<file path="src/rtl/sim_run_ctrl_pkg.sv">
// Shared types and constants for the simulation run-control sequencer.
// State encoding plus debug-port source selects.
package sim_run_ctrl_pkg;

  typedef enum logic [2:0] {
    ST_IDLE,
    ST_RESET_HOLD,
    ST_RUN,
    ST_DRAIN,
    ST_DUMP_REG,
    ST_DUMP_MEM,
    ST_DONE
  } run_state_e;

  localparam logic [31:0] HALT_INSTR_DEF = 32'h0000_000C;

  localparam logic DBG_SEL_REG = 1'b0;
  localparam logic DBG_SEL_MEM = 1'b1;

endpackage

</file>
<file path="src/rtl/sim_run_ctrl_if.sv">
// Snapshot stream port: one beat per valid/ready handshake.
// Master drives the beat, slave answers with ready.
interface sim_run_ctrl_if #(
  parameter int AW = 5
) ();
  logic          valid;
  logic          ready;
  logic          sel;
  logic [AW-1:0] addr;
  logic [31:0]   data;

  modport master (
    output valid, sel, addr, data,
    input  ready
  );

  modport slave (
    input  valid, sel, addr, data,
    output ready
  );
endinterface

</file>
<file path="src/rtl/sim_run_ctrl_halt_detect.sv">
// Halt detector: halt instruction fetch or a PC that sits still
// for IDLE_PC_LIMIT consecutive samples (first sample included).
module sim_run_ctrl_halt_detect #(
  parameter int          PC_W          = 32,
  parameter int          IDLE_PC_LIMIT = 8,
  parameter logic [31:0] HALT_INSTR    = 32'h0000_000C
) (
  input  logic            clk,
  input  logic            reset,
  input  logic            i_en,
  input  logic [PC_W-1:0] i_pc,
  input  logic [31:0]     i_instr,
  output logic            o_halt
);

  localparam int LW = $clog2(IDLE_PC_LIMIT + 1);
  localparam logic [LW-1:0] LIM = LW'(IDLE_PC_LIMIT);

  logic [PC_W-1:0] r_prev_pc;
  logic            r_have_prev;
  logic [LW-1:0]   r_len;

  logic            w_same;
  logic [LW-1:0]   w_len_nxt;

  assign w_same = r_have_prev && (i_pc == r_prev_pc);

  always_comb begin
    w_len_nxt = LW'(1);
    if (w_same) begin
      w_len_nxt = (r_len >= LIM) ? r_len : r_len + 1'b1;
    end
  end

  assign o_halt = i_en &&
                  ((i_instr == HALT_INSTR) || (w_len_nxt >= LIM));

  always_ff @(posedge clk) begin
    if (!reset || !i_en) begin
      r_prev_pc   <= '0;
      r_have_prev <= 1'b0;
      r_len       <= '0;
    end else begin
      r_prev_pc   <= i_pc;
      r_have_prev <= 1'b1;
      r_len       <= w_len_nxt;
    end
  end

endmodule

</file>
<file path="src/rtl/sim_run_ctrl.sv">
// Run-control sequencer: reset hold, run, halt/timeout, drain,
// freeze, then stream a register-file and memory snapshot.
module sim_run_ctrl
  import sim_run_ctrl_pkg::*;
#(
  parameter int          PC_W          = 32,
  parameter int          CYC_W         = 32,
  parameter int          RESET_CYCLES  = 2,
  parameter int          MAX_CYCLES    = 1700,
  parameter int          DRAIN_CYCLES  = 4,
  parameter int          IDLE_PC_LIMIT = 8,
  parameter logic [31:0] HALT_INSTR    = HALT_INSTR_DEF,
  parameter int          NUM_REGS      = 32,
  parameter int          NUM_MEM       = 8,
  parameter int          DBG_AW        = 5
) (
  input  logic              clk,
  input  logic              reset,
  input  logic              start,
  output logic              core_rst,
  output logic              core_run,
  input  logic [PC_W-1:0]   pc,
  input  logic [31:0]       instr,
  output logic              dbg_sel,
  output logic [DBG_AW-1:0] dbg_addr,
  input  logic [31:0]       dbg_data,
  sim_run_ctrl_if.master    dump,
  output logic [CYC_W-1:0]  cycle_count,
  output logic              halted,
  output logic              timeout,
  output logic              done
);

  run_state_e        r_state;
  logic [31:0]       r_cnt;
  logic [DBG_AW-1:0] r_idx;
  logic [CYC_W-1:0]  r_cyc;
  logic              r_halted;
  logic              r_timeout;

  run_state_e        w_state_nxt;
  logic [31:0]       w_cnt_nxt;
  logic [DBG_AW-1:0] w_idx_nxt;
  logic [CYC_W-1:0]  w_cyc_nxt;
  logic              w_halted_nxt;
  logic              w_timeout_nxt;
  logic [CYC_W-1:0]  w_cyc_inc;
  logic              w_tmo;
  logic              w_halt;
  logic              w_hd_en;
  logic              w_valid;
  logic              w_fire;

  sim_run_ctrl_halt_detect #(
    .PC_W          (PC_W),
    .IDLE_PC_LIMIT (IDLE_PC_LIMIT),
    .HALT_INSTR    (HALT_INSTR)
  ) u_halt (
    .clk     (clk),
    .reset   (reset),
    .i_en    (w_hd_en),
    .i_pc    (pc),
    .i_instr (instr),
    .o_halt  (w_halt)
  );

  // Saturating: a long run pins at all-ones instead of wrapping.
  assign w_cyc_inc = (&r_cyc) ? r_cyc : r_cyc + 1'b1;
  assign w_tmo     = w_cyc_inc >= CYC_W'(MAX_CYCLES - 1);
  assign w_fire    = w_valid && dump.ready;

  always_comb begin
    w_state_nxt   = r_state;
    w_cnt_nxt     = r_cnt;
    w_idx_nxt     = r_idx;
    w_cyc_nxt     = r_cyc;
    w_halted_nxt  = r_halted;
    w_timeout_nxt = r_timeout;
    core_rst      = 1'b0;
    core_run      = 1'b0;
    dbg_sel       = DBG_SEL_REG;
    w_valid       = 1'b0;
    w_hd_en       = 1'b0;
    unique case (r_state)
      ST_IDLE, ST_DONE: begin
        core_rst = (r_state == ST_IDLE);
        if (start) begin
          w_state_nxt   = ST_RESET_HOLD;
          w_cnt_nxt     = '0;
          w_cyc_nxt     = '0;
          w_halted_nxt  = 1'b0;
          w_timeout_nxt = 1'b0;
          w_idx_nxt     = '0;
        end
      end
      ST_RESET_HOLD: begin
        core_rst = 1'b1;
        if (r_cnt == 32'(RESET_CYCLES - 1)) begin
          w_state_nxt = ST_RUN;
          w_cnt_nxt   = '0;
        end else begin
          w_cnt_nxt = r_cnt + 32'd1;
        end
      end
      ST_RUN: begin
        core_run  = 1'b1;
        w_hd_en   = 1'b1;
        w_cyc_nxt = w_cyc_inc;
        // Halt has priority over a coincident timeout.
        if (w_halt) begin
          w_halted_nxt = 1'b1;
          w_cnt_nxt    = '0;
          w_idx_nxt    = '0;
          w_state_nxt  = (DRAIN_CYCLES == 0) ? ST_DUMP_REG
                                             : ST_DRAIN;
        end else if (w_tmo) begin
          w_timeout_nxt = 1'b1;
          w_idx_nxt     = '0;
          w_state_nxt   = ST_DUMP_REG;
        end
      end
      ST_DRAIN: begin
        core_run  = 1'b1;
        w_cyc_nxt = w_cyc_inc;
        if (r_cnt == 32'(DRAIN_CYCLES - 1)) begin
          w_state_nxt = ST_DUMP_REG;
          w_idx_nxt   = '0;
        end else begin
          w_cnt_nxt = r_cnt + 32'd1;
        end
      end
      ST_DUMP_REG: begin
        w_valid = 1'b1;
        if (w_fire) begin
          if (r_idx == DBG_AW'(NUM_REGS - 1)) begin
            w_idx_nxt   = '0;
            w_state_nxt = (NUM_MEM == 0) ? ST_DONE : ST_DUMP_MEM;
          end else begin
            w_idx_nxt = r_idx + 1'b1;
          end
        end
      end
      ST_DUMP_MEM: begin
        w_valid = 1'b1;
        dbg_sel = DBG_SEL_MEM;
        if (w_fire) begin
          if (r_idx == DBG_AW'(NUM_MEM - 1)) begin
            w_idx_nxt   = '0;
            w_state_nxt = ST_DONE;
          end else begin
            w_idx_nxt = r_idx + 1'b1;
          end
        end
      end
      default: begin
        w_state_nxt = ST_IDLE;
      end
    endcase
  end

  always_ff @(posedge clk) begin
    if (!reset) begin
      r_state   <= ST_IDLE;
      r_cnt     <= '0;
      r_idx     <= '0;
      r_cyc     <= '0;
      r_halted  <= 1'b0;
      r_timeout <= 1'b0;
    end else begin
      r_state   <= w_state_nxt;
      r_cnt     <= w_cnt_nxt;
      r_idx     <= w_idx_nxt;
      r_cyc     <= w_cyc_nxt;
      r_halted  <= w_halted_nxt;
      r_timeout <= w_timeout_nxt;
    end
  end

  assign dbg_addr    = r_idx;
  assign dump.valid  = w_valid;
  assign dump.sel    = dbg_sel;
  assign dump.addr   = r_idx;
  assign dump.data   = dbg_data;
  assign cycle_count = r_cyc;
  assign halted      = r_halted;
  assign timeout     = r_timeout;
  assign done        = (r_state == ST_DONE);

endmodule

</file>
<file path="src/flat_wrapper.sv">
// flat-port wrapper written by rule: the top's interface ports become plain ports
module sim_run_ctrl_flat import sim_run_ctrl_pkg::*;
#(
  parameter int          PC_W          = 32,
  parameter int          CYC_W         = 32,
  parameter int          RESET_CYCLES  = 2,
  parameter int          MAX_CYCLES    = 1700,
  parameter int          DRAIN_CYCLES  = 4,
  parameter int          IDLE_PC_LIMIT = 8,
  parameter logic [31:0] HALT_INSTR    = HALT_INSTR_DEF,
  parameter int          NUM_REGS      = 32,
  parameter int          NUM_MEM       = 8,
  parameter int          DBG_AW        = 5
)
  (clk, reset, start, core_rst, core_run, pc, instr, dbg_sel, dbg_addr, dbg_data, cycle_count, halted, timeout, done, dump_valid, dump_sel, dump_addr, dump_data, dump_ready);
  sim_run_ctrl_if #(.AW(5)) dump_i ();
  input  logic clk;
  input  logic reset;
  input  logic start;
  output logic core_rst;
  output logic core_run;
  input  logic [PC_W-1:0] pc;
  input  logic [31:0] instr;
  output logic dbg_sel;
  output logic [DBG_AW-1:0] dbg_addr;
  input  logic [31:0] dbg_data;
  output logic [CYC_W-1:0] cycle_count;
  output logic halted;
  output logic timeout;
  output logic done;
  output wire logic [$bits(dump_i.valid)-1:0] dump_valid;
  output wire logic [$bits(dump_i.sel)-1:0] dump_sel;
  output wire logic [$bits(dump_i.addr)-1:0] dump_addr;
  output wire logic [$bits(dump_i.data)-1:0] dump_data;
  input wire logic [$bits(dump_i.ready)-1:0] dump_ready;
  assign dump_valid = dump_i.valid;
  assign dump_sel = dump_i.sel;
  assign dump_addr = dump_i.addr;
  assign dump_data = dump_i.data;
  assign dump_i.ready = dump_ready;
  sim_run_ctrl #(.PC_W(PC_W), .CYC_W(CYC_W), .RESET_CYCLES(RESET_CYCLES), .MAX_CYCLES(MAX_CYCLES), .DRAIN_CYCLES(DRAIN_CYCLES), .IDLE_PC_LIMIT(IDLE_PC_LIMIT), .HALT_INSTR(HALT_INSTR), .NUM_REGS(NUM_REGS), .NUM_MEM(NUM_MEM), .DBG_AW(DBG_AW)) u_core (.clk(clk), .reset(reset), .start(start), .core_rst(core_rst), .core_run(core_run), .pc(pc), .instr(instr), .dbg_sel(dbg_sel), .dbg_addr(dbg_addr), .dbg_data(dbg_data), .dump(dump_i), .cycle_count(cycle_count), .halted(halted), .timeout(timeout), .done(done));
endmodule
</file>
<file path="config.mk">
export PLATFORM = sky130hd
export DESIGN_NAME = sim_run_ctrl_flat
export DESIGN_NICKNAME = d
export VERILOG_FILES = /design/src/rtl/sim_run_ctrl_pkg.sv /design/src/rtl/sim_run_ctrl_if.sv /design/src/rtl/sim_run_ctrl_halt_detect.sv /design/src/rtl/sim_run_ctrl.sv /design/src/flat_wrapper.sv
export SDC_FILE = /design/constraint.sdc
export NUM_CORES = 1
export LEC_CHECK = 0
export ABC_AREA = 1
export BUFFER_PORTS_ARGS = -buffer_cell sky130_fd_sc_hd__buf_2
export CAP_MARGIN = 20
export CORE_MARGIN = 4
export CORE_UTILIZATION = 56
export CTS_BUF_LIST = sky130_fd_sc_hd__clkbuf_4 sky130_fd_sc_hd__clkbuf_8
export CTS_CLUSTER_DIAMETER = 30
export DETAILED_ROUTE_END_ITERATION = 10
export PLACE_DENSITY = 0.86
export REMOVE_ABC_BUFFERS = 1
export SYNTH_ARGS = -nofsm -noshare
export SYNTH_HDL_FRONTEND = slang
export SYNTH_SLANG_ARGS = --single-unit
</file>
<file path="constraint.sdc">
create_clock -name clk -period 3.25 [get_ports clk]
set_clock_uncertainty 0.2 [all_clocks]
set_input_delay 0.325 -clock clk [delete_from_list [all_inputs] [get_ports clk]]
set_output_delay 0.325 -clock clk [all_outputs]
set_load 0.02 [all_outputs]
</file>
### Word level (Yosys, flattened, before mapping)

Index checks and enable logic that the tools add are counted.

* reductions and logical operators: 22
* div/mod/pow operators: 0
* shifts and indexed selects: 0
* $lt $le $gt $ge: 3
* bitwise gates (word level): 0
* add/subtract/negate cells: 4
* muxes and demuxes: 40
* eq/ne operators: 24
* multipliers: 0

Operator list (number)
* $mux W32: 5
* $pmux W32 S4: 1
* $add A32 B1 Y32 const B: 2
* $pmux W32 S2: 1
* $mux W5: 8
* $eq A32 B1 Y1 const B: 1
* $eq A32 B2 Y1 const B: 1
* $eq A32 B32 Y1: 1
* $eq A32 B4 Y1 const B: 1
* $ge A32 B11 Y1 const B: 1
* $reduce_and A32 Y1: 1
* $mux W3: 9
* $pmux W5 S5: 1
* $pmux W3 S6: 1
* $ne A2 B1 Y1 const B: 7
* $eq A3 B3 Y1 const B: 3
* $mux W1: 9
* $ge A4 B4 Y1 const B: 2
* $mux W4: 2
* $ne A2 B2 Y1 const B: 4
* $reduce_and A4 Y1: 2
* $reduce_and A8 Y1: 1
* $eq A3 B2 Y1 const B: 2
* $pmux W1 S2: 3
* 17 further kinds: 24

* bits in latches: 0
* memories kept: 0
* input bits: 100
* RAM bits: 0
* register bits after elaboration: 111
* ROM bits: 0

### Depth between registers and ports, before layout

Gate-level depths: netlist (run 1).

* word-level depth: 8
* mapped depth: 19
* mapped depth without buffers: 19

### Hierarchy

A second synthesis (run 1) with hierarchy kept.

* cell total of the unflattened synthesis: 1138
* area total of the unflattened synthesis: 7004.2 µm²

By module, submodules not included
* sim_run_ctrl: area an instance 5300.1 µm², times used 1, cells each 882, sequential area each 1481.4 µm²
* sim_run_ctrl_halt_detect: area an instance 1704.1 µm², times used 1, cells each 256, sequential area each 740.7 µm²

### Worst setup path after synthesis (run 1)

OpenSTA, ideal clock, no wires.

* path kind: register to register
* start point: reg u_core.r_cyc[0] (netlist: u_core.cycle_count[0])
* end point: reg u_core.r_idx[1] (netlist: u_core.dbg_addr[1])
* stages on the path, launching flop included: 18
* path slack: 0.610 ns
* library setup time: 0.113 ns
* path buffers: 1
* arrival: 2.326 ns
* cell sequence: dfxtp_1 ha_1 inv_2 nor2_8 nand2_4 nor2_8 nand3_4 buf_6 nand2_1 nor2_1 nand2_1 nand2_1 nor2_2 nand4_4 nand3_4 nand2_1 nand2_1 nor2_1

* longest elaborated chain between the ends: 5

Ends and longest elaborated chain
* start: declaration: RTL line sim_run_ctrl.sv:37 `logic [CYC_W-1:0] r_cyc;`
* start signal: assignment: RTL line sim_run_ctrl.sv:173 `r_cyc <= w_cyc_nxt;`
* $add A32 B1 Y32 or $reduce_and A32 Y1 (tied branches): RTL line sim_run_ctrl.sv:68 `assign w_cyc_inc = (&r_cyc) ? r_cyc : r_cyc + 1'b1;`
* $mux W32 *: RTL line sim_run_ctrl.sv:68
* $ge A32 B11 Y1 *: RTL line sim_run_ctrl.sv:69 `assign w_tmo = w_cyc_inc >= CYC_W'(MAX_CYCLES - 1);`
* $ne A3 B2 Y1 (no source line) *
* $reduce_and A6 Y1 (no source line) *
* end signal: assignment: RTL line sim_run_ctrl.sv:172 `r_idx <= w_idx_nxt;`
* end: declaration: RTL line sim_run_ctrl.sv:36 `logic [DBG_AW-1:0] r_idx;`

Mark *: on every way between the ends. The rest lies on a longest branch, timed or not.
A chain may end at the register's enable or synchronous reset.

### Worst setup path after layout (run 1)

* start point: reg u_core.r_cyc[0] (netlist: u_core.cycle_count[0])
* end point: reg u_core.r_state[0]

* longest elaborated chain between the ends: 5

Ends and longest elaborated chain
* $add A32 B1 Y32 or $reduce_and A32 Y1 (tied branches): RTL line sim_run_ctrl.sv:68
* $mux W32 *: RTL line sim_run_ctrl.sv:68
* $ge A32 B11 Y1 *: RTL line sim_run_ctrl.sv:69
* $ne A3 B2 Y1 (no source line) *
* $reduce_and A8 Y1 (no source line) *
* end signal: assignment: RTL line sim_run_ctrl.sv:170 `r_state <= w_state_nxt;`
* end: declaration: RTL line sim_run_ctrl.sv:34 `run_state_e r_state;`

Marked as above.

==> flow_summary.toml, run 1 <==
[floorplan]
std_cell_rows = 41
pin_count = 182
core_um2 = 12600
total_die_area_um2 = 14700
chipWidth_um = 121
initial_core_util = 0.570
die_h_um = 121

[clocking]
cts.repair.resized = 0
post_cts_hold_buffer_count = 32
cts_num_sinks = 111
cts_root_buffer = "sky130_fd_sc_hd__clkbuf_8"
ctsHtreeMaxLevel = 3
clkSlewWorstSetupHoldPaths_ns = 0.11
cts_tree = "built"
cts.path.max_buffers = 2
clock_latency_ns = 0.41
post_cts.repair.setup_buffers = 0
tritoncts.num_buffers = 9

[layout]
final_net_count = 1364
finalCoreUtilization = 0.649
layout.area.seq_um2 = 2220
area_delta_synth_final_pct = 13.8
most_common_cell_after_layout_fill_and_taps_aside = "sky130_fd_sc_hd__nand2_1"
most-common-layout-cells = "sky130_fd_sc_hd__nand2_1 (362), sky130_fd_sc_hd__nor2_1 (172), sky130_fd_sc_hd__inv_1 (123), sky130_fd_sc_hd__buf_2 (117), sky130_fd_sc_hd__dfxtp_1 (111)"
final.fill_count = 1104
finish.instance_area_um2 = 8150
multi_input_area_um2 = 4060
layout-drive-gt1-share = 0.132

[global_routing]
vias_in_the_first_global_route = 6882
grt_overflow_total = 0
grt_first_pass_wirelength_um = 34000
grt_antenna_before_repair = 1
grt_util_all_layers = 0.289
grt_start_max_net_pins = 61

[sta]
final_critical_path_setup_slack_ns = 0.237
final_hold_violations = 0
unrepaired_setup_endpoints_after_global_routing = "no"
timing_worst_slew_pin_value_ns = 0.640
setup_tns_ns = 0
min_period_ns = 3.01
max_clock_freq_ghz = 0.332
period_share = 0.927
worst_relative_slew_slack = 0.573
setup-violations-final = 0
final-max-slew-violation-count = 0

[synth]
post_synth_xor_area_fraction = 0.0550
synth_cells = 1153
share_of_the_synthesized_area_in_compound_gates_ao_oa_aoi_oai = 0.103
post_synth_fa_ha_maj_area_fraction = 0.0122
syn_avg_cell_area_um2 = 6.21
synth_cell_type_count = 43
synthesis.area_um2 = 7170
seq_total_area_yosys = 0.310
ys_seq_elements = 111
synth-warning-count = 0
share_of_synthesized_cell_area_in_and_or_nand_and_nor_gates = 0.397
synth_top_family_by_area = "simple AND/OR/NAND/NOR gates"
synth_mux_area_frac = 0

[setup_path]
worst-setup-path-type = "reg2reg"
cp_max_fo = 23
start_kind = "flip-flop"
cp_data_arrival_time_ns = 3.16
crit_required_ns = 3.40
end_kind = "flip-flop"

[placed_design]
detailed_place.area_um2 = 7640
place.detailed.hpwl_um = 15200
detailedPlace.worstSlack_ns = 0.330
portBuffers = 117
routabilityCongestion = 0.951

[routing]
drc = 0
route.detailed.wl_per_inst_um = 15.0
vias = 7581
first_pass_drt_iterations = 5
drtIter0Drc = 605
finalWirelength_um = 21500
via_per_inst = 5.28
ant_nets = 0

[power]
totalPowerFinal_w = 0.00355
peakVddDrop_mv = 0.289
power.leakage_nw = 3.72
power_density_nw_per_um2 = 435

[job]
max_cap_viols = 0

[status]
outcome = "finished clean"

[worst_hold_path]
min-delay-path-class = "in2reg"
[power breakdown]
part	leakage [nW]	switching [W]	internal (W)	total (W)
combinational	2.72	0.000817	0.000388	0.00121
sequential	0.897	0.0000764	0.00144	0.00152
clock	0.100	0.000523	0.000298	0.000821
[worst max-delay path, cell delays in order (launching register included)]
cell and delay [ns]:
sky130_fd_sc_hd__dfxtp_1 0.49, sky130_fd_sc_hd__ha_1 0.34, sky130_fd_sc_hd__inv_2 0.11, sky130_fd_sc_hd__nor2_8 0.16, sky130_fd_sc_hd__nand2_4 0.09, sky130_fd_sc_hd__nor2_8 0.18, sky130_fd_sc_hd__nand3_4 0.24, sky130_fd_sc_hd__nand2_1 0.18
sky130_fd_sc_hd__inv_1 0.06, sky130_fd_sc_hd__nor2_1 0.12, sky130_fd_sc_hd__nand2_1 0.09, sky130_fd_sc_hd__nor2_2 0.09, sky130_fd_sc_hd__nand2_2 0.08, sky130_fd_sc_hd__nand4_4 0.15, sky130_fd_sc_hd__nand3_2 0.12, sky130_fd_sc_hd__nand2_1 0.10
sky130_fd_sc_hd__inv_1 0.04, sky130_fd_sc_hd__nor2_1 0.10
[Yosys cell counts (all sizes together)]
library cell  instances  share of area
a31oi                 1        0.00087
ha                    7          0.012
nor3b                 1         0.0010
a21o                  1         0.0010
o211ai                3         0.0031
o21bai               18          0.019
nand2               367           0.20
dfxtp               111           0.31
inv                 125          0.065
xnor2                20          0.024
nand4                23          0.022
o22ai                 2         0.0017
or3                   1        0.00087
a21boi                1         0.0010
o32ai                 1         0.0012
a31o                  1         0.0012
a211oi                2         0.0028
clkinv                2         0.0010
nor3                 23          0.016
o2111ai               1         0.0012
or2                   3         0.0026
xor2                 25          0.031
and2                  4         0.0035
clkbuf               21          0.011
a21oi                66          0.046
o21ai                34          0.024
nor2                179           0.10
nor4                 16          0.014
nand3b                8         0.0084
nand3                41          0.033
buf                  45          0.046
[registers in the layout, indices dropped and copies added, names as in the netlist]
| signal | count |
|---|---|
| u_core.r_cnt | 32 |
| u_core.r_state | 3 |
| u_core.u_halt.r_prev_pc | 32 |
| u_core.halted | 1 |
| u_core.u_halt.r_len | 4 |
| u_core.dbg_addr | 5 |
| u_core.timeout | 1 |
| u_core.cycle_count | 32 |
| u_core.u_halt.r_have_prev | 1 |
[metrics by stage]
step / std cells / hold WS, ns
2_1_floorplan: 1087 / 0.237
3_3_place_gp: 1386 / 0.245
3_5_place_dp: 1386 / 0.255
4_1_cts: 1434 / 0.0381
5_1_grt: 1435 / 0.0426
6_report: 1435 / 0.0496
[path summary, 6_finish.rpt]
path	start	endpoint	slack, ns	cells past startpoint
worst min-delay path	reset	u_core.dbg_addr[1]	0.05	3
worst min register to register	u_core.halted	u_core.halted	0.26	2
worst max-delay path	u_core.cycle_count[0]	u_core.r_state[0]	0.24	17
worst max register to register	u_core.cycle_count[0]	u_core.r_state[0]	0.24	17
[layer usage]
metal	wire, µm	GRT usage	vias to the layer above
li1	-	-	3813
met1	8980	0.355	3389
met2	9900	0.469	325
met5	46	0.0441	-
met3	2080	0.107	52
met4	496	0.0850	2
[cell families (layout without fill, tap and decap cells)]
family	after synthesis	count (layout)
AO/OA/AOI/OAI	131	131
XOR/XNOR	45	45
adder cells (fa/ha/maj)	7	7
buffers and inverters	193	302
flip-flops	111	111
other	0	1
AND/OR/NAND/NOR	666	666
[layout make-up]
cell class,instances,share of cell area
clock inverter,7,0.00814
timing repair buffer,159,0.120
clock buffer,9,0.0152
inverter,127,0.0585
tap,172,0.0264
multi-input combinational,849,0.499
sequential,111,0.273
antenna,1,0.000307
Power figures use the tool's default switching activity.
==> inputs of run 2 (changes only) <==
--- a/config.mk
+++ b/config.mk
@@ -9,11 +9,12 @@
 export BUFFER_PORTS_ARGS = -buffer_cell sky130_fd_sc_hd__buf_2
 export CAP_MARGIN = 20
 export CORE_MARGIN = 4
-export CORE_UTILIZATION = 56
+export CORE_UTILIZATION = 50
 export CTS_BUF_LIST = sky130_fd_sc_hd__clkbuf_4 sky130_fd_sc_hd__clkbuf_8
 export CTS_CLUSTER_DIAMETER = 30
+export CTS_CLUSTER_SIZE = 28
 export DETAILED_ROUTE_END_ITERATION = 10
-export PLACE_DENSITY = 0.86
+export PLACE_DENSITY = 0.81
 export REMOVE_ABC_BUFFERS = 1
 export SYNTH_ARGS = -nofsm -noshare
 export SYNTH_HDL_FRONTEND = slang
==> constraint.sdc (replaced) <==
create_clock -name clk -period 2.6 [get_ports clk]
set_clock_uncertainty 0.2 [all_clocks]
set_input_delay 0.26 -clock clk [delete_from_list [all_inputs] [get_ports clk]]
set_output_delay 0.26 -clock clk [all_outputs]
set_load 0.02 [all_outputs]
==> flow_summary.toml, run 2 (same netlist as run 1, synthesis figures left out) <==
[floorplan]
chipWidth_um = 128
total_die_area_um2 = 16300
core_um2 = 13900
pin_count = 182
die_h_um = 128
std_cell_rows = 43
initial_core_util = 0.514

[sta]
fin_hold_ws_ns = 0.0719
final-max-slew-violation-count = 0
min_period_ns = 2.58
timing_worst_slew_pin_value_ns = 0.641
setup_tns_ns = 0
max_clock_freq_ghz = 0.387
setup-violations-final = 0
worst_relative_slew_slack = 0.572
final_hold_violations = 0
unrepaired_setup_endpoints_after_global_routing = "yes"
final_critical_path_setup_slack_ns = 0.0155
period_share = 0.994

[layout]
finish.instance_area_um2 = 9080
layout.area.seq_um2 = 2270
finalCoreUtilization = 0.652
layout-drive-gt1-share = 0.249
most_common_cell_after_layout_fill_and_taps_aside = "sky130_fd_sc_hd__nand2_1"
multi_input_area_um2 = 4390
area_delta_synth_final_pct = 26.8
most-common-layout-cells = "sky130_fd_sc_hd__nand2_1 (333), sky130_fd_sc_hd__nor2_1 (138), sky130_fd_sc_hd__buf_2 (115), sky130_fd_sc_hd__inv_1 (113), sky130_fd_sc_hd__dfxtp_1 (87)"
final.fill_count = 1186
final_net_count = 1422
insertedDiodeCount = 0

[job]
max_cap_viols = 0

[global_routing]
grt_util_all_layers = 0.260
grt_antenna_before_repair = 0
grt_overflow_total = 0
vias_in_the_first_global_route = 6929
grt_start_max_net_pins = 61
grt_first_pass_wirelength_um = 34400

[worst_hold_path]
min-delay-path-class = "in2reg"

[clocking]
clkSlewWorstSetupHoldPaths_ns = 0.11
cts_tree = "built"
clock_latency_ns = 0.40
tritoncts.num_buffers = 9
cts_num_sinks = 111
ctsHtreeMaxLevel = 3
cts_root_buffer = "sky130_fd_sc_hd__clkbuf_8"
cts.path.max_buffers = 2

[routing]
ant_nets = 0
via_per_inst = 5.27
drtIter0Drc = 634
route.detailed.wl_per_inst_um = 15.5
vias = 7901
finalWirelength_um = 23300
first_pass_drt_iterations = 5
drc = 0

[setup_path]
end_kind = "flip-flop"
timing.critical_path.slowest_stage_cell = "sky130_fd_sc_hd__dfxtp_2"
start_kind = "flip-flop"
slowest_delay_ns = 0.36
cp_common_cell = "sky130_fd_sc_hd__nand2_1"
crit_required_ns = 2.70
worst-setup-path-type = "reg2reg"
worst-path-buf-inv = 2
cp_max_fo = 8
worstPathCellList = "ha_2 -> inv_2 -> nor2_8 -> nand2_4 -> nor2_8 -> nand2_1 -> nand2_2 -> nand4_1 -> nor2_1 -> nand2_1 -> nor2_2 -> buf_6 -> nand4_4 -> nand3_4 -> nand2_1 -> nand2_1 -> nor2_1"
cp_data_arrival_time_ns = 2.68
cpLargestDelayFamily = "simple AND/OR/NAND/NOR gates"

[placed_design]
routabilityCongestion = 0.983
place.detailed.hpwl_um = 16200
portBuffers = 117
detailedPlace.worstSlack_ns = -0.0379
detailed_place.area_um2 = 7980

[power]
power.leakage_nw = 4.13
peakVddDrop_mv = 0.321
power_density_nw_per_um2 = 518

[status]
outcome = "finished clean"
[run 2: what timing repair did]
action,CTS,global route
hold endpoints to repair,38,0
endpoints found under the setup margin,8,42
buffers inserted,0,10
hold buffers,33,0
resized for setup,3,153
pin swaps,0,47
gates cloned,0,6
[run 2: layer usage]
layer | track usage | wire, µm
met5 | 0.0372 | 39
met3 | 0.0925 | 2050
met4 | 0.0587 | 649
met2 | 0.420 | 11000
met1 | 0.332 | 9520
[run 2: path summary, 6_finish.rpt]
kind                                       startpoint                  to  slack (ns)  cells past startpoint
worst min register to register        u_core.r_cnt[3]     u_core.r_cnt[3]        0.28                      2
worst min-delay path                            start      u_core.timeout        0.07                      4
worst max-delay path            u_core.cycle_count[0]  u_core.dbg_addr[1]        0.02                     17
worst max register to register  u_core.cycle_count[0]  u_core.dbg_addr[1]        0.02                     17
[run 2: through the flow]
| stage | power, W | cells |
|---|---|---|
| 6_report | 0.00471 | 1500 |
| 5_1_grt | 0.00500 | 1500 |
| 4_1_cts | 0.00446 | 1486 |
| 3_5_place_dp | 0.00341 | 1437 |
| 3_3_place_gp | 0.00339 | 1437 |
| 2_1_floorplan | 0.00290 | 1087 |
[run 2: cell type report]
class | instances | area share
multi-input combinational | 851 | 0.483
sequential | 111 | 0.250
timing repair buffer | 215 | 0.168
tap | 180 | 0.0248
clock inverter | 7 | 0.00675
inverter | 127 | 0.0537
clock buffer | 9 | 0.0136
[run 2: worst register-to-register path, stage by stage, from the launching register on]
cell,delay [ns]
sky130_fd_sc_hd__dfxtp_2,0.36
sky130_fd_sc_hd__ha_2,0.19
sky130_fd_sc_hd__inv_2,0.06
sky130_fd_sc_hd__nor2_8,0.13
sky130_fd_sc_hd__nand2_4,0.09
sky130_fd_sc_hd__nor2_8,0.18
sky130_fd_sc_hd__nand2_1,0.12
sky130_fd_sc_hd__nand2_2,0.08
sky130_fd_sc_hd__nand4_1,0.14
sky130_fd_sc_hd__nor2_1,0.13
sky130_fd_sc_hd__nand2_1,0.07
sky130_fd_sc_hd__nor2_2,0.14
sky130_fd_sc_hd__buf_6,0.12
sky130_fd_sc_hd__nand4_4,0.16
sky130_fd_sc_hd__nand3_4,0.16
sky130_fd_sc_hd__nand2_1,0.06
sky130_fd_sc_hd__nand2_1,0.05
sky130_fd_sc_hd__nor2_1,0.04
[run 2: power breakdown]
group | switching (W) | internal (W)
Clock | 0.000648 | 0.000369
Sequential | 0.0000865 | 0.00180
Combinational | 0.00114 | 0.000669
